[src/rtl/calc_pkg.sv]
// calc_pkg: definitions shared by the calculator arithmetic units.
//   W_DEF     default operand/result width (two's complement, sign included)
//   LIMIT_DEF default largest result magnitude the decimal display can show
//   ERR_CODE  all-ones pattern reported in place of an overflowing result;
//             slice the low W bits for a given width
//   state_t   sequencing states of the iterative units
package calc_pkg;

  localparam int unsigned W_DEF     = 28;
  localparam int unsigned LIMIT_DEF = 99_999_999;

  localparam logic [63:0] ERR_CODE = '1;

  typedef enum logic [1:0] {
    IDLE = 2'd0,
    CALC = 2'd1,
    FIN  = 2'd2,
    DONE = 2'd3
  } state_t;

endpackage

[src/rtl/produs_limit.sv]
// produs_limit: combinational result formatter. Turns an unsigned 2W-bit
// magnitude plus a sign into the final W-bit signed result and judges it
// against the display limit. Kept separate so a divider can share it.
//   acc     in  2W  unsigned magnitude of the exact result
//   sgn     in  1   1 = result is negative
//   d_out   out W   signed result, or the overflow code / saturated limit
//   ovr     out 1   1 when acc > LIMIT
module produs_limit
  import calc_pkg::*;
#(
  parameter int unsigned W        = W_DEF,
  parameter int unsigned LIMIT    = LIMIT_DEF,
  parameter bit          SAT_MODE = 1'b0
) (
  input  logic [2*W-1:0] acc,
  input  logic           sgn,
  output logic [W-1:0]   d_out,
  output logic           ovr
);

  localparam logic [2*W-1:0] LIMIT_WIDE = (2*W)'(LIMIT);
  localparam logic [W-1:0]   LIMIT_W    = W'(LIMIT);
  localparam logic [W-1:0]   ERR_W      = ERR_CODE[W-1:0];

  logic [W-1:0] mag;

  always_comb begin
    mag = acc[W-1:0];
    ovr = (acc > LIMIT_WIDE);
    // A zero magnitude negates to zero, so no negative zero can appear.
    if (!ovr) begin
      d_out = sgn ? (W'(0) - mag) : mag;
    end else if (!SAT_MODE) begin
      d_out = ERR_W;
    end else begin
      d_out = sgn ? (W'(0) - LIMIT_W) : LIMIT_W;
    end
  end

endmodule

[src/rtl/produs_seq.sv]
// produs_seq: iterative signed multiplier, radix-2 shift-add over W cycles.
//   clk, rst          clock (rising edge), asynchronous active-low reset
//   in_valid/in_ready operand handshake; in_ready is high only in IDLE
//   n1, n2            signed W-bit multiplicand / multiplier
//   out_valid         high in DONE, result held until out_ready
//   out_ready         consumer accepts the result
//   d_out, ovrflow    registered result and overflow flag (update in FIN only)
//   busy              high whenever the unit is not IDLE
module produs_seq
  import calc_pkg::*;
#(
  parameter int unsigned W        = W_DEF,
  parameter int unsigned LIMIT    = LIMIT_DEF,
  parameter bit          SAT_MODE = 1'b0
) (
  input  logic         clk,
  input  logic         rst,
  input  logic         in_valid,
  output logic         in_ready,
  input  logic [W-1:0] n1,
  input  logic [W-1:0] n2,
  output logic         out_valid,
  input  logic         out_ready,
  output logic [W-1:0] d_out,
  output logic         ovrflow,
  output logic         busy
);

  localparam int unsigned   CW       = (W > 1) ? $clog2(W) : 1;
  localparam logic [CW-1:0] CNT_LAST = CW'(W - 1);

  state_t           state_q, state_d;
  logic [W-1:0]     ma_q, ma_d;
  logic [W-1:0]     mb_q, mb_d;
  logic             sgn_q, sgn_d;
  logic [2*W-1:0]   acc_q, acc_d;
  logic [CW-1:0]    cnt_q, cnt_d;
  logic [W-1:0]     d_out_q, d_out_d;
  logic             ovr_q, ovr_d;

  logic [W-1:0]     lim_d_out;
  logic             lim_ovr;

  produs_limit #(
    .W        (W),
    .LIMIT    (LIMIT),
    .SAT_MODE (SAT_MODE)
  ) u_limit (
    .acc   (acc_q),
    .sgn   (sgn_q),
    .d_out (lim_d_out),
    .ovr   (lim_ovr)
  );

  always_comb begin
    state_d = state_q;
    ma_d    = ma_q;
    mb_d    = mb_q;
    sgn_d   = sgn_q;
    acc_d   = acc_q;
    cnt_d   = cnt_q;
    d_out_d = d_out_q;
    ovr_d   = ovr_q;

    case (state_q)
      IDLE: begin
        if (in_valid) begin
          // Magnitudes are held unsigned, so -2^(W-1) maps to 2^(W-1) intact.
          ma_d    = n1[W-1] ? (~n1 + W'(1)) : n1;
          mb_d    = n2[W-1] ? (~n2 + W'(1)) : n2;
          sgn_d   = n1[W-1] ^ n2[W-1];
          acc_d   = '0;
          cnt_d   = '0;
          state_d = ((n1 == '0) || (n2 == '0)) ? FIN : CALC;
        end
      end
      CALC: begin
        // Always W iterations; no early exit, so latency is data-independent
        // apart from the zero-operand fast path.
        if (mb_q[cnt_q]) begin
          acc_d = acc_q + ((2*W)'(ma_q) << cnt_q);
        end
        cnt_d = cnt_q + CW'(1);
        if (cnt_q == CNT_LAST) begin
          state_d = FIN;
        end
      end
      FIN: begin
        d_out_d = lim_d_out;
        ovr_d   = lim_ovr;
        state_d = DONE;
      end
      DONE: begin
        if (out_ready) begin
          state_d = IDLE;
        end
      end
      default: state_d = IDLE;
    endcase
  end

  always_ff @(posedge clk or negedge rst) begin
    if (!rst) begin
      state_q <= IDLE;
      ma_q    <= '0;
      mb_q    <= '0;
      sgn_q   <= 1'b0;
      acc_q   <= '0;
      cnt_q   <= '0;
      d_out_q <= '0;
      ovr_q   <= 1'b0;
    end else begin
      state_q <= state_d;
      ma_q    <= ma_d;
      mb_q    <= mb_d;
      sgn_q   <= sgn_d;
      acc_q   <= acc_d;
      cnt_q   <= cnt_d;
      d_out_q <= d_out_d;
      ovr_q   <= ovr_d;
    end
  end

  assign in_ready  = (state_q == IDLE);
  assign out_valid = (state_q == DONE);
  assign busy      = (state_q != IDLE);
  assign d_out     = d_out_q;
  assign ovrflow   = ovr_q;

endmodule

[config.mk]
export PLATFORM = sky130hd
export DESIGN_NAME = produs_seq
export DESIGN_NICKNAME = d
export VERILOG_FILES = /design/src/rtl/calc_pkg.sv /design/src/rtl/produs_limit.sv /design/src/rtl/produs_seq.sv
export SDC_FILE = /design/constraint.sdc
export NUM_CORES = 1
export LEC_CHECK = 0
export ABC_CLOCK_PERIOD_IN_PS = 5400
export BUFFER_PORTS_ARGS = -buffer_cell sky130_fd_sc_hd__buf_2
export CAP_MARGIN = 20
export CELL_PAD_IN_SITES_DETAIL_PLACEMENT = 0
export CELL_PAD_IN_SITES_GLOBAL_PLACEMENT = 2
export CORE_MARGIN = 2
export CORE_UTILIZATION = 34
export DETAILED_ROUTE_END_ITERATION = 10
export PLACE_DENSITY_LB_ADDON = 0.1
export SETUP_SLACK_MARGIN = 0.3
export SLEW_MARGIN = 20
export SYNTH_ARGS = -nofsm -noshare
export SYNTH_HDL_FRONTEND = slang
export SYNTH_HIERARCHICAL = 1
export SYNTH_SLANG_ARGS = --single-unit
[constraint.sdc]
create_clock -name clk -period 5.4 [get_ports clk]
set_input_delay 0.27 -clock clk [delete_from_list [all_inputs] [get_ports clk]]
set_output_delay 0.27 -clock clk [all_outputs]
set_load 0.03 [all_outputs]
==> results of run 1 <==
==> registers in the layout (all words and copies together), names as in the netlist <==
name / cells
acc_q: 56
cnt_q: 5
d_out: 28
ma_q: 28
mb_q: 28
ovrflow: 1
sgn_q: 1
state_q: 2
==> kinds of logic after synthesis <==
family | count (synthesis) | share of synthesized area, %
AO/OA/AOI/OAI | 432 | 21.6
multiplexers | 120 | 11.7
XOR/XNOR | 124 | 8.60
adder cells (fa/ha/maj) | 65 | 6.50
AND/OR/NAND/NOR | 485 | 18.5
buffers and inverters | 116 | 3.61
flip-flops | 149 | 29.5
==> metrics by stage <==
step	area (µm²)	hold WS (ps)	std cells	worst slack [ps]	power, µW
global placement	13500	239	1983	293	8320
finish	14100	124	2018	608	9530
CTS	14100	109	2016	309	9560
detailed placement	13500	248	1983	248	8300
global route	14100	132	2018	317	10400
floorplan	12600	-25.6	1491	373	6580
==> per-layer routing <==
metal  vias up  GRT usage, %  wire length, µm
met5         -             0               13
met4         2          6.21              762
met3        40          2.70             1180
met2       203          34.2            18600
met1      5375          29.8            19500
li1       5556             -                -
==> timing repair <==
item	in CTS	in global routing
hold buffers	1	0
buffers inserted	0	2
hold endpoints to repair	48	0
setup endpoints to repair	3	15
gates resized for setup	2	10
==> path summary, 6_finish.rpt <==
check / start / end / slack [ps] / cells after the start
min: n1[25] / ma_q[25] / 120 / 3
max in group asynchronous: rst / acc_q[39] / 3930 / 3
max reg2reg: cnt_q[1] / acc_q[49] / 610 / 17
min reg2reg: mb_q[2] / mb_q[2] / 480 / 2
min in group asynchronous: rst / d_out[17] / 320 / 2
max: cnt_q[1] / acc_q[49] / 610 / 17
==> layout make-up <==
| type | count | area (µm²) |
|---|---|---|
| fillers | 3854 | 22500 |
| multi-input cells | 1226 | 8480 |
| flip-flops and latches | 149 | 3740 |
| repair buffers | 116 | 652 |
| well taps | 468 | 586 |
| clock buffers | 20 | 457 |
| clock inverters | 12 | 128 |
| inverters | 27 | 101 |
==> power groups by stage <==
stage                     Combinational [µW]  Sequential [µW]  Clock (µW)
after global routing                    6980             2090        1300
after detailed placement                6230             2070           0
after global placement                  6260             2060           0
after floorplan                         4560             2020           0
final                                   6290             2020        1220
after CTS                               6260             2050        1250
==> synth_stat cells, drive strengths merged (4+ instances only) <==
library cell and count:
nand2 222, o21ai 152, dfrtp 149, xor2 89, nor2 85, a21oi 78, clkbuf 72, ha 64
mux2i 52, mux2 51, o31ai 47, a21o 46, xnor2 35, nand4 26, inv 25, nand3 21
buf 17, mux4 17, nor4 17, or4 16, and3 15, nor3 15, o22ai 15, and2 13
nor2b 13, o41ai 13, or3 13, a31oi 11, o211ai 10, or2 9, nand2b 8, o21a 7
o21bai 6, a211o 5, a221oi 4, o221ai 4
==> worst max-delay path, stage by stage (launching register included) <==
cell	delay [ps]
dfrtp_4	570
buf_4	220
nor2b_1	160
nor3_1	60
a21oi_1	240
mux2i_1	200
mux2_2	350
o22ai_1	360
ha_1	390
a21oi_1	260
o21a_1	160
o21a_1	140
o221ai_1	190
o21ai_2	320
a2111oi_0	150
or4_1	550
xor2_1	160
a22o_1	200
==> results.yml, run 1 <==
cells_and_area:
  mostFrequentLayoutCells: "nand2_1 (212), dfrtp_1 (147), o21ai_0 (138), buf_2 (90), xor2_1 (89)"
  num_antenna_cells: 0
  utilization_pct: 38.6
  layout-drive-gt1-share_pct: 16.4
  mostFrequentLayoutCell: "nand2_1"
  syn_to_final_growth_pct: 11.9
  fin_nets: 1662
global_route:
  grt_pass1_vias: 11200
  antenna_found_initial: 1
  grt.total_usage_pct: 21.2
  grt_max_degree: 113
  grt_pass1_wl_um: 64300
  grt_overflow_total: 0
logic_synthesis:
  synth_seq_cells: 149
  synth_area_um2: 12600
  yosys_warnings: 6
  ys_seq_area_share_pct: 29.5
  async_flop_share_pct: 100
  netlist_instances: 1491
  ys.flop_type: "dfrtp_1"
  synth_top_area_cell: "dfrtp_1"
  avgSynthCellArea_um2: 8.47
  synth_edf_count: 0
  syn_nets: 1616
  synthTopCellsByArea: "dfrtp_1 (30%), ha_1 (6.3%), nand2_1 (6.3%), xor2_1 (6.2%), o21ai_0 (5.7%)"
  synth_top_area_share_pct: 29.5
  ys_types: 76
route:
  vias: 11200
  dr.pass1.iters: 5
  drt_wl_total_um: 40000
  wire_per_inst_um: 19.8
  drtAntennaViolNets: 0
  drc: 0
  viasPerCell: 5.54
  drt_iter0_markers: 669
timing:
  slew_headroom_pct: 26.3
  finalCritPeriodShare_pct: 88.7
  drv_slew: 0
  fin_setup_tns_ps: 0
  period_needed_ps: 4790
  rsz0062_at_grt: "no"
  finalSetupViolations: 0
  fin_skew_ps: 16.3
  hold_viol_final: 0
  fmax_ghz: 0.209
  worst_pin_slew_ps: 1100
clock_network:
  cts_htree_levels: 4
  clock_path_buffers: 2
  cts.sinks: 149
  clkSlewWorstSetupHoldPaths_ps: 60
  cts_tree: "built"
  cts_buffers: 17
  clk_latency_ps: 460
  cts_root_buf: "clkbuf_16"
critical_path:
  critPathCaptureType: "flip-flop"
  start_kind: "flip-flop"
  worst-path-max-fanout: 13
  worst-setup-path-type: "flip-flop to flip-flop"
  arrival_ps: 5130
  worstPathRequired_ps: 5740
min_path:
  hold_class: "primary input to flip-flop"
pwr:
  p_clk_share_pct: 12.8
  p_leak_uw: 0.00621
  ir_worst_vdd_v: 0.000495
  swShare_pct: 51.7
  p_seq_share_pct: 21.2
  combPwrFrac_pct: 66.0
  powerDensity_nw_per_um2: 674
  switching_power_uw: 4930
  intPower_uw: 4600
placement:
  portBuffers: 91
  hpwl_um: 30900
  gp_congestion: 0.865
floorplanning:
  ioPinCount: 92
  die_w_um: 197
  fp-row-count: 70
  coreArea_um2: 36600
  die_y_um: 197
  start_util_pct: 34.5
  die_area_um2: 38700
flow_run:
  maxCapViolations: 0
status:
  outcome: "finished clean"
(Power assumes the default switching activity.)
==> run 2: changes to the inputs <==
==> constraint.sdc (replaced) <==
create_clock -name clk -period 5.4 [get_ports clk]
set_input_delay 1.08 -clock clk [delete_from_list [all_inputs] [get_ports clk]]
set_output_delay 1.08 -clock clk [all_outputs]
set_load 0.03 [all_outputs]
==> run 2 against run 1 <==
Effect of this change:
- die area is the same
- sequential share of layout area increased by 0.061 points
- worst setup slack worse by 69 ps
- critical path depth is 2 lower
- clock-buffer cell count rose by 3
- non-clock buffer count decreased by 1
- final cell count barely moved
- wire length up 0.40%
- combinational power barely moved
==> results.yml, run 2 (synthesis gave the netlist of run 1 again) <==
status:
  outcome: "finished clean"
floorplanning:
  die_y_um: 197
  coreArea_um2: 36600
  die_w_um: 197
  ioPinCount: 92
  fp-row-count: 70
  die_area_um2: 38700
  start_util_pct: 34.5
global_route:
  antenna_found_initial: 1
  grt.total_usage_pct: 21.4
  grt_pass1_vias: 11100
  grt_overflow_total: 0
  grt_pass1_wl_um: 64000
  grt_max_degree: 113
clock_network:
  cts_tree: "built"
  clk_latency_ps: 450
  cts_buffers: 17
  cts.sinks: 149
  clock_path_buffers: 2
  cts_htree_levels: 4
  cts_root_buf: "clkbuf_16"
  clkSlewWorstSetupHoldPaths_ps: 70
route:
  drc: 0
  viasPerCell: 5.53
  wire_per_inst_um: 19.9
  drtAntennaViolNets: 0
  drt_iter0_markers: 740
  vias: 11200
  drt_wl_total_um: 40200
  dr.pass1.iters: 5
critical_path:
  cp_cell_sequence: "mux2i_1 -> o21ai_0 -> mux2i_1 -> mux2i_1 -> and2_1 -> ha_1 -> a21o_1 -> a31o_2 -> a221oi_1 -> o221ai_1 -> o21ai_2 -> a2111oi_0 -> or4_1 -> xor2_1 -> a22o_1"
  reg2reg_depth: 15
  crit_slowest_cell: "dfrtp_4"
  cp_common_cell: "mux2i_1"
  reg2reg_to: "acc_q[49]"
  endpoint: "acc_q[49]"
  worst-path-stages: 15
  worstPathRequired_ps: 5730
  path_delay_family: "compound AO/OA/AOI/OAI gates"
  rrSetupSlack_ps: 540
  slowest_delay_ps: 600
  worst-path-max-fanout: 19
  critPathBufInv: 0
  arrival_ps: 5200
  critPathLaunch: "cnt_q[1]"
  critPathCaptureType: "flip-flop"
  regToRegStartpoint: "cnt_q[1]"
  worst-setup-path-type: "flip-flop to flip-flop"
  start_kind: "flip-flop"
timing:
  worst_pin_slew_ps: 1110
  fin_setup_tns_ps: 0
  period_needed_ps: 4860
  slew_headroom_pct: 25.4
  drv_slew: 0
  finalCritPeriodShare_pct: 90.0
  fin_skew_ps: 13.7
  rsz0062_at_grt: "yes"
  finalSetupViolations: 0
  hold_viol_final: 0
  fin_ws_ps: 539
  fmax_ghz: 0.206
placement:
  gp_congestion: 0.899
  hpwl_um: 31100
  dp_slack_ps: 352
  portBuffers: 91
cells_and_area:
  mostFrequentLayoutCell: "nand2_1"
  num_antenna_cells: 0
  utilization_pct: 38.5
  fin_nets: 1661
  syn_to_final_growth_pct: 11.6
  top_register: "acc_q"
  largest_reg_flops: 56
  layout-drive-gt1-share_pct: 16.1
  mostFrequentLayoutCells: "nand2_1 (212), dfrtp_1 (147), o21ai_0 (141), buf_2 (90), xor2_1 (89)"
pwr:
  power.total_uw: 9460
  ir_worst_vdd_v: 0.000458
  p_leak_uw: 0.00621
  powerDensity_nw_per_um2: 671
flow_run:
  maxCapViolations: 0
min_path:
  hold_class: "flip-flop to flip-flop"
run 2: how the worst min path moves through the flow:
stage               startpoint  endpoint  slack, ps  depth (start not counted)
floorplan             mb_q[27]  mb_q[27]        440                          2
global placement       mb_q[5]   mb_q[5]        460                          2
detailed placement    mb_q[20]  mb_q[20]        470                          2
CTS                   mb_q[20]  mb_q[20]        480                          2
global route          mb_q[10]  mb_q[10]        510                          2
finish                 mb_q[5]   mb_q[5]        480                          2
run 2: layout make-up:
cell class | instances | area (µm²)
sequential | 149 | 3740
clock inverter | 9 | 80.1
inverter | 27 | 101
timing repair buffer | 115 | 661
clock buffer | 23 | 458
multi-input combinational | 1226 | 8480
fill | 3801 | 22500
tap | 468 | 586
run 2: repair_timing:
action	CTS	global route
resized for setup	0	9
setup endpoints to repair	0	13
hold buffers	0	0
hold endpoints to repair	0	0
setup buffers	0	1
run 2: routing by layer:
layer	part of all wire (%)	track usage (%)
met1	49	29.8
met2	46	34.6
met3	4.2	3.85
met4	1.2	4.54
met5	0.032	0
run 2: worst register-to-register path: stages (launching register included):
cell and delay (ps):
dfrtp_4 600, mux2i_1 180, o21ai_0 490, mux2i_1 250, mux2i_1 240, and2_1 200
ha_1 310, a21o_1 200, a31o_2 220, a221oi_1 400, o221ai_1 260, o21ai_2 320
a2111oi_0 140, or4_1 550, xor2_1 150, a22o_1 200
run 2: power by group:
| group | switching, µW | total, µW | internal (µW) |
|---|---|---|---|
| Clock | 495 | 1140 | 643 |
| Combinational | 3930 | 6290 | 2360 |
| Sequential | 494 | 2040 | 1550 |
| Total | 4920 | 9460 | 4550 |
run 2: through the flow:
stage	std cells	area (µm²)	hold WS, ps
final	2017	14100	478
after global routing	2017	14100	508
after CTS	2016	14100	484
after detailed placement	1984	13500	470
after global placement	1984	13500	457
after floorplan	1491	12600	443
